`config.mk`:
```
export PLATFORM = sky130hd
export DESIGN_NAME = dma_axi_rd_arb
export DESIGN_NICKNAME = d
export VERILOG_FILES = /design/src/rtl/dma_arb_pkg.sv /design/src/rtl/dma_arb_outs_cnt.sv /design/src/rtl/dma_axi_rd_arb.sv
export SDC_FILE = /design/constraint.sdc
export NUM_CORES = 1
export LEC_CHECK = 0
export ABC_CLOCK_PERIOD_IN_PS = 6600
export CAP_MARGIN = 30
export CORE_AREA = 2 2 369 371
export CTS_BUF_LIST = sky130_fd_sc_hd__clkbuf_4
export CTS_CLUSTER_SIZE = 25
export DETAILED_ROUTE_END_ITERATION = 16
export DIE_AREA = 0 0 371 373
export PLACE_DENSITY_LB_ADDON = 0.3
export SLEW_MARGIN = 20
export SYNTH_ARGS = -nofsm -noshare
export SYNTH_HDL_FRONTEND = slang
export SYNTH_SLANG_ARGS = --single-unit
```
`constraint.sdc`:
```
create_clock -name clock -period 6.6 [get_ports clock]
set_input_delay 0.99 -clock clock [delete_from_list [all_inputs] [get_ports clock]]
set_output_delay 0.99 -clock clock [all_outputs]
set_load 0.05 [all_outputs]
```
`src/rtl/dma_arb_pkg.sv`:
```
// Shared types and helpers for the two-requester DMA AXI read arbiter.
package dma_arb_pkg;

  localparam int unsigned REQ_NUM = 2;

  localparam logic [1:0] BURST_FIXED = 2'b00;
  localparam logic [1:0] BURST_INCR  = 2'b01;
  localparam logic [1:0] BURST_WRAP  = 2'b10;

  // Field widths are upper bounds; the arbiter uses the low ID_W/ADDR_W bits.
  localparam int unsigned AR_ID_MAX_W   = 16;
  localparam int unsigned AR_ADDR_MAX_W = 64;

  typedef struct packed {
    logic [AR_ID_MAX_W-1:0]   id;
    logic [AR_ADDR_MAX_W-1:0] addr;
    logic [7:0]               len;
    logic [2:0]               size;
    logic [1:0]               burst;
  } ar_req_t;

  function automatic int unsigned cnt_width(input int unsigned max_outs);
    return $clog2(max_outs + 1);
  endfunction

endpackage

```
`src/rtl/dma_arb_outs_cnt.sv`:
```
// Per-requester outstanding-burst counter with limit flag and underflow detect.
module dma_arb_outs_cnt
  import dma_arb_pkg::*;
#(
  parameter int unsigned MAX_OUTS = 8,
  localparam int unsigned CNT_W = cnt_width(MAX_OUTS)
) (
  input  logic             clock,
  input  logic             reset,
  input  logic             i_inc,
  input  logic             i_dec,
  output logic [CNT_W-1:0] o_cnt,
  output logic             o_at_limit,
  output logic             o_underflow
);

  logic [CNT_W-1:0] r_cnt;
  logic [CNT_W-1:0] w_cnt_d;

  always_comb begin
    w_cnt_d = r_cnt;
    if (i_inc && !i_dec) begin
      w_cnt_d = r_cnt + CNT_W'(1);
    end else if (!i_inc && i_dec && (r_cnt != '0)) begin
      w_cnt_d = r_cnt - CNT_W'(1);
    end
  end

  always_ff @(posedge clock or negedge reset) begin
    if (!reset) begin
      r_cnt <= '0;
    end else begin
      r_cnt <= w_cnt_d;
    end
  end

  assign o_cnt       = r_cnt;
  assign o_at_limit  = (r_cnt >= CNT_W'(MAX_OUTS));
  assign o_underflow = i_dec && (r_cnt == '0);

endmodule

```
`src/rtl/dma_axi_rd_arb.sv`:
```
// Round-robin AXI4 read arbiter sharing one DMA AR/R path between two requesters.
// Optional performance counters are enabled by defining DMA_ARB_PERF_EN.
module dma_axi_rd_arb
  import dma_arb_pkg::*;
#(
  parameter int unsigned ADDR_W   = 36,
  parameter int unsigned DATA_W   = 256,
  parameter int unsigned ID_W     = 4,
  parameter int unsigned MAX_OUTS = 8
) (
  input  logic              clock,
  input  logic              reset,

  input  logic              m0_ar_valid,
  output logic              m0_ar_ready,
  input  logic [ID_W-2:0]   m0_ar_id,
  input  logic [ADDR_W-1:0] m0_ar_addr,
  input  logic [7:0]        m0_ar_len,
  input  logic [2:0]        m0_ar_size,
  input  logic [1:0]        m0_ar_burst,
  output logic              m0_r_valid,
  input  logic              m0_r_ready,
  output logic [ID_W-2:0]   m0_r_id,
  output logic [DATA_W-1:0] m0_r_data,
  output logic [1:0]        m0_r_resp,
  output logic              m0_r_last,

  input  logic              m1_ar_valid,
  output logic              m1_ar_ready,
  input  logic [ID_W-2:0]   m1_ar_id,
  input  logic [ADDR_W-1:0] m1_ar_addr,
  input  logic [7:0]        m1_ar_len,
  input  logic [2:0]        m1_ar_size,
  input  logic [1:0]        m1_ar_burst,
  output logic              m1_r_valid,
  input  logic              m1_r_ready,
  output logic [ID_W-2:0]   m1_r_id,
  output logic [DATA_W-1:0] m1_r_data,
  output logic [1:0]        m1_r_resp,
  output logic              m1_r_last,

  output logic              s_dma_ar_valid,
  input  logic              s_dma_ar_ready,
  output logic [ID_W-1:0]   s_dma_ar_id,
  output logic [ADDR_W-1:0] s_dma_ar_addr,
  output logic [7:0]        s_dma_ar_len,
  output logic [2:0]        s_dma_ar_size,
  output logic [1:0]        s_dma_ar_burst,

  input  logic              s_dma_r_valid,
  output logic              s_dma_r_ready,
  input  logic [ID_W-1:0]   s_dma_r_id,
  input  logic [DATA_W-1:0] s_dma_r_data,
  input  logic [1:0]        s_dma_r_resp,
  input  logic              s_dma_r_last,

  output logic              err_underflow
`ifdef DMA_ARB_PERF_EN
  ,
  output logic [31:0]       perf_grant0,
  output logic [31:0]       perf_grant1,
  output logic [31:0]       perf_stall
`endif
);

  localparam int unsigned CNT_W = cnt_width(MAX_OUTS);

  logic [REQ_NUM-1:0] w_elig, w_gnt, w_inc, w_dec, w_at_limit, w_underflow;
  logic [CNT_W-1:0]   w_cnt0, w_cnt1;
  ar_req_t            w_req0, w_req1;
  logic               w_slot_free, w_r_sel, w_r_done;

  ar_req_t            r_slot;
  logic               r_slot_valid;
  logic               r_rr;
  logic               r_err;

  // Requester index is carried in the downstream ID MSB.
  always_comb begin
    w_req0                  = '0;
    w_req0.id[ID_W-1:0]     = {1'b0, m0_ar_id};
    w_req0.addr[ADDR_W-1:0] = m0_ar_addr;
    w_req0.len              = m0_ar_len;
    w_req0.size             = m0_ar_size;
    w_req0.burst            = m0_ar_burst;
    w_req1                  = '0;
    w_req1.id[ID_W-1:0]     = {1'b1, m1_ar_id};
    w_req1.addr[ADDR_W-1:0] = m1_ar_addr;
    w_req1.len              = m1_ar_len;
    w_req1.size             = m1_ar_size;
    w_req1.burst            = m1_ar_burst;
  end

  assign w_elig      = {m1_ar_valid & ~w_at_limit[1], m0_ar_valid & ~w_at_limit[0]};
  assign w_slot_free = !r_slot_valid || s_dma_ar_ready;

  always_comb begin
    w_gnt = '0;
    if (w_slot_free) begin
      if (&w_elig) begin
        w_gnt[r_rr] = 1'b1;
      end else begin
        w_gnt = w_elig;
      end
    end
  end

  assign m0_ar_ready = w_gnt[0];
  assign m1_ar_ready = w_gnt[1];

  always_ff @(posedge clock or negedge reset) begin
    if (!reset) begin
      r_slot_valid <= 1'b0;
      r_slot       <= '0;
      r_rr         <= 1'b0;
    end else begin
      if (w_slot_free) begin
        r_slot_valid <= |w_gnt;
        if (w_gnt[1]) begin
          r_slot <= w_req1;
        end else if (w_gnt[0]) begin
          r_slot <= w_req0;
        end
      end
      if (|w_gnt) begin
        r_rr <= w_gnt[0];
      end
    end
  end

  assign s_dma_ar_valid = r_slot_valid;
  assign s_dma_ar_id    = r_slot.id[ID_W-1:0];
  assign s_dma_ar_addr  = r_slot.addr[ADDR_W-1:0];
  assign s_dma_ar_len   = r_slot.len;
  assign s_dma_ar_size  = r_slot.size;
  assign s_dma_ar_burst = r_slot.burst;

  logic unused_slot_hi;
  assign unused_slot_hi = ^{r_slot.id[AR_ID_MAX_W-1:ID_W], r_slot.addr[AR_ADDR_MAX_W-1:ADDR_W]};

  assign w_r_sel       = s_dma_r_id[ID_W-1];
  assign m0_r_valid    = s_dma_r_valid & ~w_r_sel;
  assign m1_r_valid    = s_dma_r_valid & w_r_sel;
  assign s_dma_r_ready = w_r_sel ? m1_r_ready : m0_r_ready;
  assign m0_r_id       = s_dma_r_id[ID_W-2:0];
  assign m1_r_id       = s_dma_r_id[ID_W-2:0];
  assign m0_r_data     = s_dma_r_data;
  assign m1_r_data     = s_dma_r_data;
  assign m0_r_resp     = s_dma_r_resp;
  assign m1_r_resp     = s_dma_r_resp;
  assign m0_r_last     = s_dma_r_last;
  assign m1_r_last     = s_dma_r_last;

  assign w_r_done = s_dma_r_valid & s_dma_r_ready & s_dma_r_last;
  assign w_dec    = {w_r_done & w_r_sel, w_r_done & ~w_r_sel};
  assign w_inc    = {m1_ar_valid & w_gnt[1], m0_ar_valid & w_gnt[0]};

  dma_arb_outs_cnt #(
    .MAX_OUTS (MAX_OUTS)
  ) u_cnt0 (
    .clock       (clock),
    .reset       (reset),
    .i_inc       (w_inc[0]),
    .i_dec       (w_dec[0]),
    .o_cnt       (w_cnt0),
    .o_at_limit  (w_at_limit[0]),
    .o_underflow (w_underflow[0])
  );

  dma_arb_outs_cnt #(
    .MAX_OUTS (MAX_OUTS)
  ) u_cnt1 (
    .clock       (clock),
    .reset       (reset),
    .i_inc       (w_inc[1]),
    .i_dec       (w_dec[1]),
    .o_cnt       (w_cnt1),
    .o_at_limit  (w_at_limit[1]),
    .o_underflow (w_underflow[1])
  );

  logic [2*CNT_W-1:0] unused_cnt;
  assign unused_cnt = {w_cnt1, w_cnt0};

  always_ff @(posedge clock or negedge reset) begin
    if (!reset) begin
      r_err <= 1'b0;
    end else if (|w_underflow) begin
      r_err <= 1'b1;
    end
  end

  assign err_underflow = r_err;

`ifdef DMA_ARB_PERF_EN
  logic [31:0] r_perf_grant0, r_perf_grant1, r_perf_stall;

  always_ff @(posedge clock or negedge reset) begin
    if (!reset) begin
      r_perf_grant0 <= '0;
      r_perf_grant1 <= '0;
      r_perf_stall  <= '0;
    end else begin
      if (w_inc[0]) r_perf_grant0 <= r_perf_grant0 + 32'd1;
      if (w_inc[1]) r_perf_grant1 <= r_perf_grant1 + 32'd1;
      if (r_slot_valid && !s_dma_ar_ready) r_perf_stall <= r_perf_stall + 32'd1;
    end
  end

  assign perf_grant0 = r_perf_grant0;
  assign perf_grant1 = r_perf_grant1;
  assign perf_stall  = r_perf_stall;
`endif

endmodule

```
==> Yosys cells after proc, flatten, opt, wreduce, memory -nomap -nowiden <==
Index checks and enable logic that the tools add are counted.
{ "word_totals": {"ram_bits": 0, "reg_bits": 64, "input_bits": 375, "out_inout_bits": 584, "latchBits": 0, "n_memories": 0, "elab_cells": 68, "rom_bits": 0} }
{ "op_classes": {"eq_ne": 0, "addsub": 4, "reduce_logical": 26, "div": 0, "n_mux": 11, "n_mul": 0, "order_cmp": 4, "bitwise_logic": 13, "n_shift": 0} }
{ "op_table": {"columns": ["op", "n"], "rows": [
  ["2-to-1 mux 81 bit", 2],
  ["2-to-1 mux 4 bit", 4],
  ["AND 1 bit", 10],
  ["logical AND 1 bit", 9],
  ["adder 4 x 1 -> 4 bit (second input constant)", 2],
  ["greater-or-equal comparator 4 bit (second input constant)", 2],
  ["logical NOT 4 bit", 2],
  ["nonzero test 4 bit", 2],
  ["subtractor 4 x 1 -> 4 bit (second input constant)", 2],
  ["nonzero test 2 bit", 3],
  ["logical NOT 1 bit", 5],
  ["2-to-1 mux 2 bit", 2],
  ["AND reduction 2 bit", 2],
  ["OR reduction 2 bit", 2],
  ["NOT 1 bit", 3],
  ["< comparator 1 x 2 -> 1 bit (second input constant)", 1],
  ["2-to-1 mux 1 bit", 2],
  ["demux 1 bit (select 1 bit)", 1],
  ["greater-or-equal comparator 1 bit (second input constant)", 1],
  ["logical OR 1 bit", 1]
]} }

==> Logic depth before layout (Yosys ltp) <==
Gate-level depths: netlist of run 1.
{ "logic_depth": {"word_depth": 12, "mapped_depth": 9, "mapped_depth_nobuf": 8} }

==> By module <==
Synthesis of run 1 repeated with hierarchy kept, for this count alone.
{ "unflattened": {"cells_unflattened": 824, "hier_area_um2": 7622.3} }
{ "modules_own_cells": {"columns": ["mod", "instances", "seq_area_each_um2", "cells_each", "area_per_inst_um2"], "rows": [
  ["dma_axi_rd_arb", 1, 1401.3, 764, 7011.7],
  ["dma_arb_outs_cnt", 2, 100.1, 30, 305.3]
]} }

==> Least setup slack after synthesis of run 1 <==
OpenSTA, ideal clock, no wires.
{ "synth_timing": {"path_kind": "input -> output", "startpoint": "input port m0_ar_valid", "endpoint": "output port m1_ar_ready", "cell_stages": 4, "arrival_ns": 1.851, "slack_ns": 3.759, "cell_sequence": "or3b_4 -> and3_4 -> buf_12 -> buf_12"} }
{ "synth_between": {"elab_chain_cells": 4} }
{ "synth_lines": {"columns": ["item", "line_no", "rtl"], "rows": [
  ["start: declaration", "dma_axi_rd_arb.sv:14", "input logic m0_ar_valid,"],
  ["AND 1 bit", "dma_axi_rd_arb.sv:94", "assign w_elig = {m1_ar_valid & ~w_at_limit[1], m0_ar_valid & ~w_at_limit[0]};"],
  ["AND reduction 2 bit", "dma_axi_rd_arb.sv:100", "if (&w_elig) begin"],
  ["2-to-1 mux 2 bit", "dma_axi_rd_arb.sv:100", null],
  ["2-to-1 mux 2 bit", "dma_axi_rd_arb.sv:99", "if (w_slot_free) begin"],
  ["end: declaration", "dma_axi_rd_arb.sv:29", "output logic m1_ar_ready,"]
]} }
Every way passes these cells.

==> Worst setup path in the final report of run 1 <==
{ "layout_timing": {"startpoint": "input port s_dma_ar_ready", "endpoint": "output port m1_ar_ready"} }
{ "layout_between": {"elab_chain_cells": 2} }
{ "layout_lines": {"columns": ["item", "line_no", "rtl"], "rows": [
  ["start: declaration", "dma_axi_rd_arb.sv:43", "input logic s_dma_ar_ready,"],
  ["logical OR 1 bit", "dma_axi_rd_arb.sv:95", "assign w_slot_free = !r_slot_valid || s_dma_ar_ready;"],
  ["2-to-1 mux 2 bit", "dma_axi_rd_arb.sv:99", null]
]} }
Every way passes these cells.

==> results.toml, run 1 <==
[status]
outcome = "completed"

[route]
drc = 0
ant_nets = 0
wire_per_inst_um = 25.26
drt-initial-drc-count = 177
drt_first_pass_iters = 4
wirelength_um = 57000
via_per_inst = 1.656
via_count = 3737

[pwr]
p_int_mw = 1.312
clockPowerShare_pct = 11.6
pwr-share-comb_pct = 63.8
p_leak_nw = 2.137
p_sw_share_pct = 55.48
pwr-share-seq_pct = 24.6
power.total_mw = 2.948
power_switching_mw = 1.635
peakVddDrop_v = 0.0002094
power_density_nw_per_um2 = 404.0

[min_path]
worstHoldPathType = "input port to async pin"

[placed_design]
dp_hpwl_um = 51100
io_buffers = 175
dp_slack_ns = 2.390
place_congestion = 0.7109
place_area_sq_um = 7053
dp_cells = 2233

[sta]
setup_viol = 0
final_hold_viol_count = 0
worst_hold_slack_ns = 0.2913
slew_violations = 0
fmax_ghz = 0.2381
skew_ns = 0.05217
tns_ns = 0
worst_slew_pin_slew_ns = 1.017
period_minus_slack_ns = 4.201
setup_ws_ns = 2.399
relSlewSlack_pct = 31.96
fin_crit_sh_pct = 63.64
rsz0062_at_grt = "false"

[global_routing]
grt_pass1_vias = 3867
grt.total_usage_pct = 8.082
overflow = 0
antenna_found_initial = 4
grt_pass1_wl_um = 65370
grt_max_degree = 63

[critical_path]
crit_buf_inv = 2
crit_type = "input port to primary output"
path_delay_family = "buffers and inverters"
cp_slowest_cell = "clkdlybuf4s50_1"
r2r_setup_slack_ns = 4.07
worst_setup_path_end_kind = "primary output"
critPathMaxFanout = 9
worst_setup_path_start_kind = "input port"
cpMostUsedCell = "clkdlybuf4s50_1"
critPathMaxStageDelay_ns = 0.89
arrival_ns = 3.21
crit_required_ns = 5.61
cp_cell_sequence = "clkdlybuf4s50_1, nand2b_1, and3_4, clkdlybuf4s50_1"

[logic_synthesis]
ys_ff_latch = 64
synth_cells = 814
avgSynthCellArea_sq_um = 8.774
synth_cell_types = 36
ys_seq_area_share_pct = 22.42
ys_warn_count = 0
syn_nets = 1195
syn_area_sq_um = 7142

[floorplan]
dieWidth_um = 371
io_pins = 959
die_area_sq_um = 138400
core-area_sq_um = 134600
num_rows = 135
die_y_um = 373
start_util_pct = 5.305

[clock_network]
path_clk_slew_ns = 0.22
clk_latency_ns = 0.67
cts_tree = "done"
clk_path_buf_depth = 2
postCtsSetupBuffers = 0
cts.sinks = 64
holdBufCountCts = 0
htreeDepth = 3
cts-buffers-inserted = 9
ctsResizeCount = 0
cts-root-buf = "clkbuf_4"

[layout]
design_area_sq_um = 7296
fin_cells = 2257
nets = 848
drive_gt1_share_pct = 7.415
fin_util_pct = 5.419
syn2layout_area_growth_pct = 2.155

[run]
maxCapViolations = 0
## path summary, 6_finish.rpt
check                                            start                            end  cells after the start
max                                     s_dma_ar_ready                    m1_ar_ready                      4
min                                              reset  s_dma_ar_burst[0]$_DFFE_PN0P_                      1
max reg2reg                u_cnt1.o_cnt[3]$_DFFE_PN0P_  s_dma_ar_addr[18]$_DFFE_PN0P_                      5
min reg2reg                 s_dma_ar_id[3]$_DFFE_PN0P_     s_dma_ar_id[3]$_DFFE_PN0P_                      1
max in group asynchronous                        reset  s_dma_ar_addr[12]$_DFFE_PN0P_                      2
min in group clock          s_dma_ar_id[3]$_DFFE_PN0P_     s_dma_ar_id[3]$_DFFE_PN0P_                      1
## registers in the layout, indices dropped and copies added (netlist names), 2 cells and up
signal          flops
u_cnt1.o_cnt        4
s_dma_ar_addr      36
s_dma_ar_burst      2
s_dma_ar_id         4
u_cnt0.o_cnt        4
s_dma_ar_size       3
s_dma_ar_len        8
## synthesized netlist by cell type (all sizes together)
| cell type | instances | area, sq um |
|---|---|---|
| a21o | 4 | 30.03 |
| nand2b | 1 | 6.260 |
| or3b | 1 | 11.26 |
| buf | 536 | 4084 |
| nand4 | 1 | 6.260 |
| fa | 2 | 40.04 |
| o21ai | 53 | 269.0 |
| nor4 | 2 | 12.51 |
| or3 | 1 | 6.260 |
| inv | 2 | 7.510 |
| ha | 4 | 50.05 |
| mux2i | 54 | 540.5 |
| and2b | 2 | 15.01 |
| xnor2 | 4 | 35.03 |
| nand2 | 54 | 202.7 |
| nor2b | 3 | 18.77 |
| and3 | 2 | 17.52 |
| xor2 | 2 | 17.52 |
| nand3b | 1 | 7.510 |
| a311oi | 2 | 23.77 |
| dfrtp | 64 | 1602 |
| nand4b | 1 | 8.760 |
| nor2 | 2 | 10.01 |
| and4 | 2 | 17.52 |
| clkbuf | 6 | 22.52 |
| mux2 | 5 | 63.81 |
| a21oi | 2 | 10.01 |
| and2 | 1 | 6.260 |
## metal layers
layer,vias to the layer above,part of all wire (%),global-route usage (%)
met4,4,4.3,3.957
met3,130,31,12.30
met5,-,0.19,0.5342
met2,714,40,11.12
li1,1368,-,-
met1,1521,25,5.209
## kinds of logic (layout without fill, tap and decap cells)
| group | Yosys count | after routing | synth area share [%] |
|---|---|---|---|
| buf+inv | 544 | 202 | 57.60 |
| simple gates | 74 | 74 | 4.853 |
| flops | 64 | 64 | 22.42 |
| compound gates | 61 | 61 | 4.660 |
| mux | 59 | 59 | 8.462 |
| fa+ha+maj | 6 | 6 | 1.261 |
| xor+xnor | 6 | 6 | 0.7358 |
| other cells | 0 | 4 | 0 |
## cell type report
class	instances	area, sq um
Tap cell	1781	2228
Sequential cell	64	1602
Inverter	2	7.507
Multi-Input combinational cell	206	1434
Fill cell	15856	127300
Clock buffer	9	67.56
Timing Repair Buffer	184	1892
Antenna cell	4	10.01
Clock inverter	7	55.05
## power groups by stage
stage | Sequential, mW | Clock, mW | Combinational, mW
5_1_grt | 0.758 | 0.411 | 2.01
2_1_floorplan | 1.28 | 0 | 1.39
4_1_cts | 0.731 | 0.408 | 1.86
3_3_place_gp | 0.733 | 0 | 1.83
6_report | 0.725 | 0.341 | 1.88
3_5_place_dp | 0.741 | 0 | 1.85
## cell usage in the layout, fill, tap and decap left out, types with 3 or more instances in the layout
cell,synthesis,routed
buf_16,0,4
a21o_1,4,4
clkdlybuf4s50_1,0,173
o21ai_1,52,52
diode_2,0,4
mux2i_1,54,54
inv_6,0,3
buf_4,524,6
dfrtp_1,64,64
xnor2_1,4,4
ha_1,4,4
nand2_1,54,54
clkbuf_4,0,9
nor2b_1,3,3
Note: power is estimated with default switching activity, not from simulation.
==> run 2: changes to the inputs <==
--- a/config.mk
+++ b/config.mk
@@ -5,13 +5,13 @@
 export SDC_FILE = /design/constraint.sdc
 export NUM_CORES = 1
 export LEC_CHECK = 0
-export ABC_CLOCK_PERIOD_IN_PS = 6600
+export ABC_CLOCK_PERIOD_IN_PS = 4100
 export CAP_MARGIN = 30
-export CORE_AREA = 2 2 369 371
+export CORE_AREA = 2 2 372 374
 export CTS_BUF_LIST = sky130_fd_sc_hd__clkbuf_4
 export CTS_CLUSTER_SIZE = 25
 export DETAILED_ROUTE_END_ITERATION = 16
-export DIE_AREA = 0 0 371 373
+export DIE_AREA = 0 0 374 376
 export PLACE_DENSITY_LB_ADDON = 0.3
 export SLEW_MARGIN = 20
 export SYNTH_ARGS = -nofsm -noshare
==> constraint.sdc (replaced) <==
create_clock -name clock -period 4.1 [get_ports clock]
set_input_delay 0.615 -clock clock [delete_from_list [all_inputs] [get_ports clock]]
set_output_delay 0.615 -clock clock [all_outputs]
set_load 0.05 [all_outputs]
==> run 2 against run 1 <==
Against the previous run: sequential cell count is the same; routed wire length down 11%; non-clock buffer count unchanged; cell count rose by 0.66%; sequential share of layout area fell by 0.19 points; utilization is essentially flat; die area rose by 1.6%; sequential power up 63%; total power is 63% higher; clock power is 84% higher; critical endpoint is now m0_ar_ready; largest cell class unchanged.
==> results.toml, run 2 (same netlist as run 1, synthesis figures left out) <==
[global_routing]
top_usage_layer = "met2"
grt_max_degree = 66
grt_pass1_vias = 3787
antenna_found_initial = 5
grt_use_met3_pct = 10.08
grt.total_usage_pct = 7.008
overflow = 0
grt_use_met2_pct = 10.20
grt_pass1_wl_um = 58970
global_route.usage.met1_pct = 4.287

[pwr]
clockPowerShare_pct = 13.1
pwr-share-comb_pct = 62.4
p_sw_share_pct = 54.77
p_leak_nw = 2.142
pwr-share-seq_pct = 24.5
peakVddDrop_v = 0.0001765
power_switching_mw = 2.633
power_density_nw_per_um2 = 653.1
power.total_mw = 4.808
p_int_mw = 2.175

[critical_path]
crit_required_ns = 3.48
worst_setup_path_start_kind = "input port"
r2r_setup_slack_ns = 1.79
arrival_ns = 2.49
cp_cell_sequence = "clkdlybuf4s50_1, nand2b_1, and3_1, clkdlybuf4s50_1"
crit_type = "input port to primary output"
critPathMaxFanout = 9
critPathMaxStageDelay_ns = 0.81
worst_setup_path_end_kind = "primary output"
cp_slowest_cell = "clkdlybuf4s50_1"
path_delay_family = "buffers and inverters"
cpMostUsedCell = "clkdlybuf4s50_1"
crit_buf_inv = 2

[floorplan]
start_util_pct = 5.227
dieWidth_um = 374
die_area_sq_um = 140600
io_pins = 959
die_y_um = 376
core-area_sq_um = 136600
num_rows = 136

[clock_network]
clk_latency_ns = 0.72
cts-buffers-inserted = 9
ctsResizeCount = 0
cts-root-buf = "clkbuf_4"
postCtsSetupBuffers = 0
path_clk_slew_ns = 0.29
htreeDepth = 3
clk_path_buf_depth = 2
cts.sinks = 64
cts_tree = "done"

[placed_design]
dp_hpwl_um = 45170
place_congestion = 0.7379
place_area_sq_um = 7109
io_buffers = 175

[route]
wirelength_um = 50560
wire_per_inst_um = 22.25
drc = 0
drt_first_pass_iters = 4
drt-initial-drc-count = 179
ant_nets = 0
via_count = 3675
via_per_inst = 1.618

[layout]
drive_gt1_share_pct = 7.203
fillers = 16099
final_common_cell = "clkdlybuf4s50_1"
nets = 848
layout_common_cells = "173 x clkdlybuf4s50_1, 64 x dfrtp_1, 54 x mux2i_1, 54 x nand2_1, 52 x o21ai_1"
syn2layout_area_growth_pct = 3.066
design_area_sq_um = 7361
largest_reg_flops = 36
fin_util_pct = 5.387

[sta]
skew_ns = 0.1033
rsz0062_at_grt = "false"
fmax_ghz = 0.3224
slew_violations = 0
period_minus_slack_ns = 3.102
relSlewSlack_pct = 32.23
setup_viol = 0
worst_slew_pin_slew_ns = 1.013
fin_crit_sh_pct = 75.66
final_hold_viol_count = 0
tns_ns = 0

[status]
outcome = "completed"

[run]
maxCapViolations = 0

[min_path]
worstHoldPathType = "input port to async pin"
-- run 2: routing by layer --
| layer | wire length [um] | part of all wire (%) |
|---|---|---|
| met5 | 163 | 0.32 |
| met4 | 2441 | 4.8 |
| met3 | 14410 | 28 |
| met2 | 21610 | 43 |
| met1 | 11940 | 24 |
-- run 2: final timing paths --
check	depth (start not counted)	end	startpoint
min in group clock	3	s_dma_ar_len[2]$_DFFE_PN0P_	m0_ar_len[2]
min	2	s_dma_ar_addr[10]$_DFFE_PN0P_	reset
max reg2reg	8	u_cnt1.o_cnt[3]$_DFFE_PN0P_	u_cnt0.o_cnt[3]$_DFFE_PN0P_
max in group asynchronous	3	s_dma_ar_len[5]$_DFFE_PN0P_	reset
max	4	m0_ar_ready	s_dma_ar_ready
min reg2reg	1	s_dma_ar_id[3]$_DFFE_PN0P_	s_dma_ar_id[3]$_DFFE_PN0P_
-- run 2: final cells by class --
| class | instances | area (sq um) | share of cell area (%) |
|---|---|---|---|
| Tap cell | 1794 | 2245 | 30.49 |
| Timing Repair Buffer | 184 | 1914 | 26.01 |
| Sequential cell | 64 | 1602 | 21.76 |
| Multi-Input combinational cell | 206 | 1434 | 19.48 |
| Clock buffer | 10 | 75.07 | 1.020 |
| Clock inverter | 6 | 68.82 | 0.9349 |
| Antenna cell | 6 | 15.01 | 0.2040 |
| Inverter | 2 | 7.507 | 0.1020 |
-- run 2: worst reg2reg max path, stage by stage (launching register included) --
cell     delay (ns)
dfrtp_1        0.46
or3b_4         0.44
and4_1         0.24
inv_1          0.13
ha_1           0.25
a21o_1         0.18
a21oi_1        0.18
mux2i_1        0.24
xnor2_1        0.13
-- run 2: stage by stage --
stage,instances,setup WS [ns],hold slack [ns]
floorplan,814,1.816,0.3194
global placement,2246,0.9984,0.4581
detailed placement,2246,1.006,0.4652
CTS,2263,0.8945,0.3032
global route,2271,0.8607,0.3474
finish,2272,0.9979,0.3806
-- run 2: timing repair --
| action | in CTS | in global routing |
|---|---|---|
| endpoints found under the hold margin | 34 | 0 |
| hold buffers | 1 | 0 |
| setup endpoints to repair | 0 | 0 |
-- run 2: power groups by stage --
stage                     Sequential, mW  Combinational (mW)  Clock, mW
after global routing                1.23                3.21      0.712
final                               1.18                3.00      0.629
after floorplan                     2.07                2.24          0
after detailed placement            1.20                2.99          0
after global placement              1.19                2.96          0
after CTS                           1.19                2.99      0.716
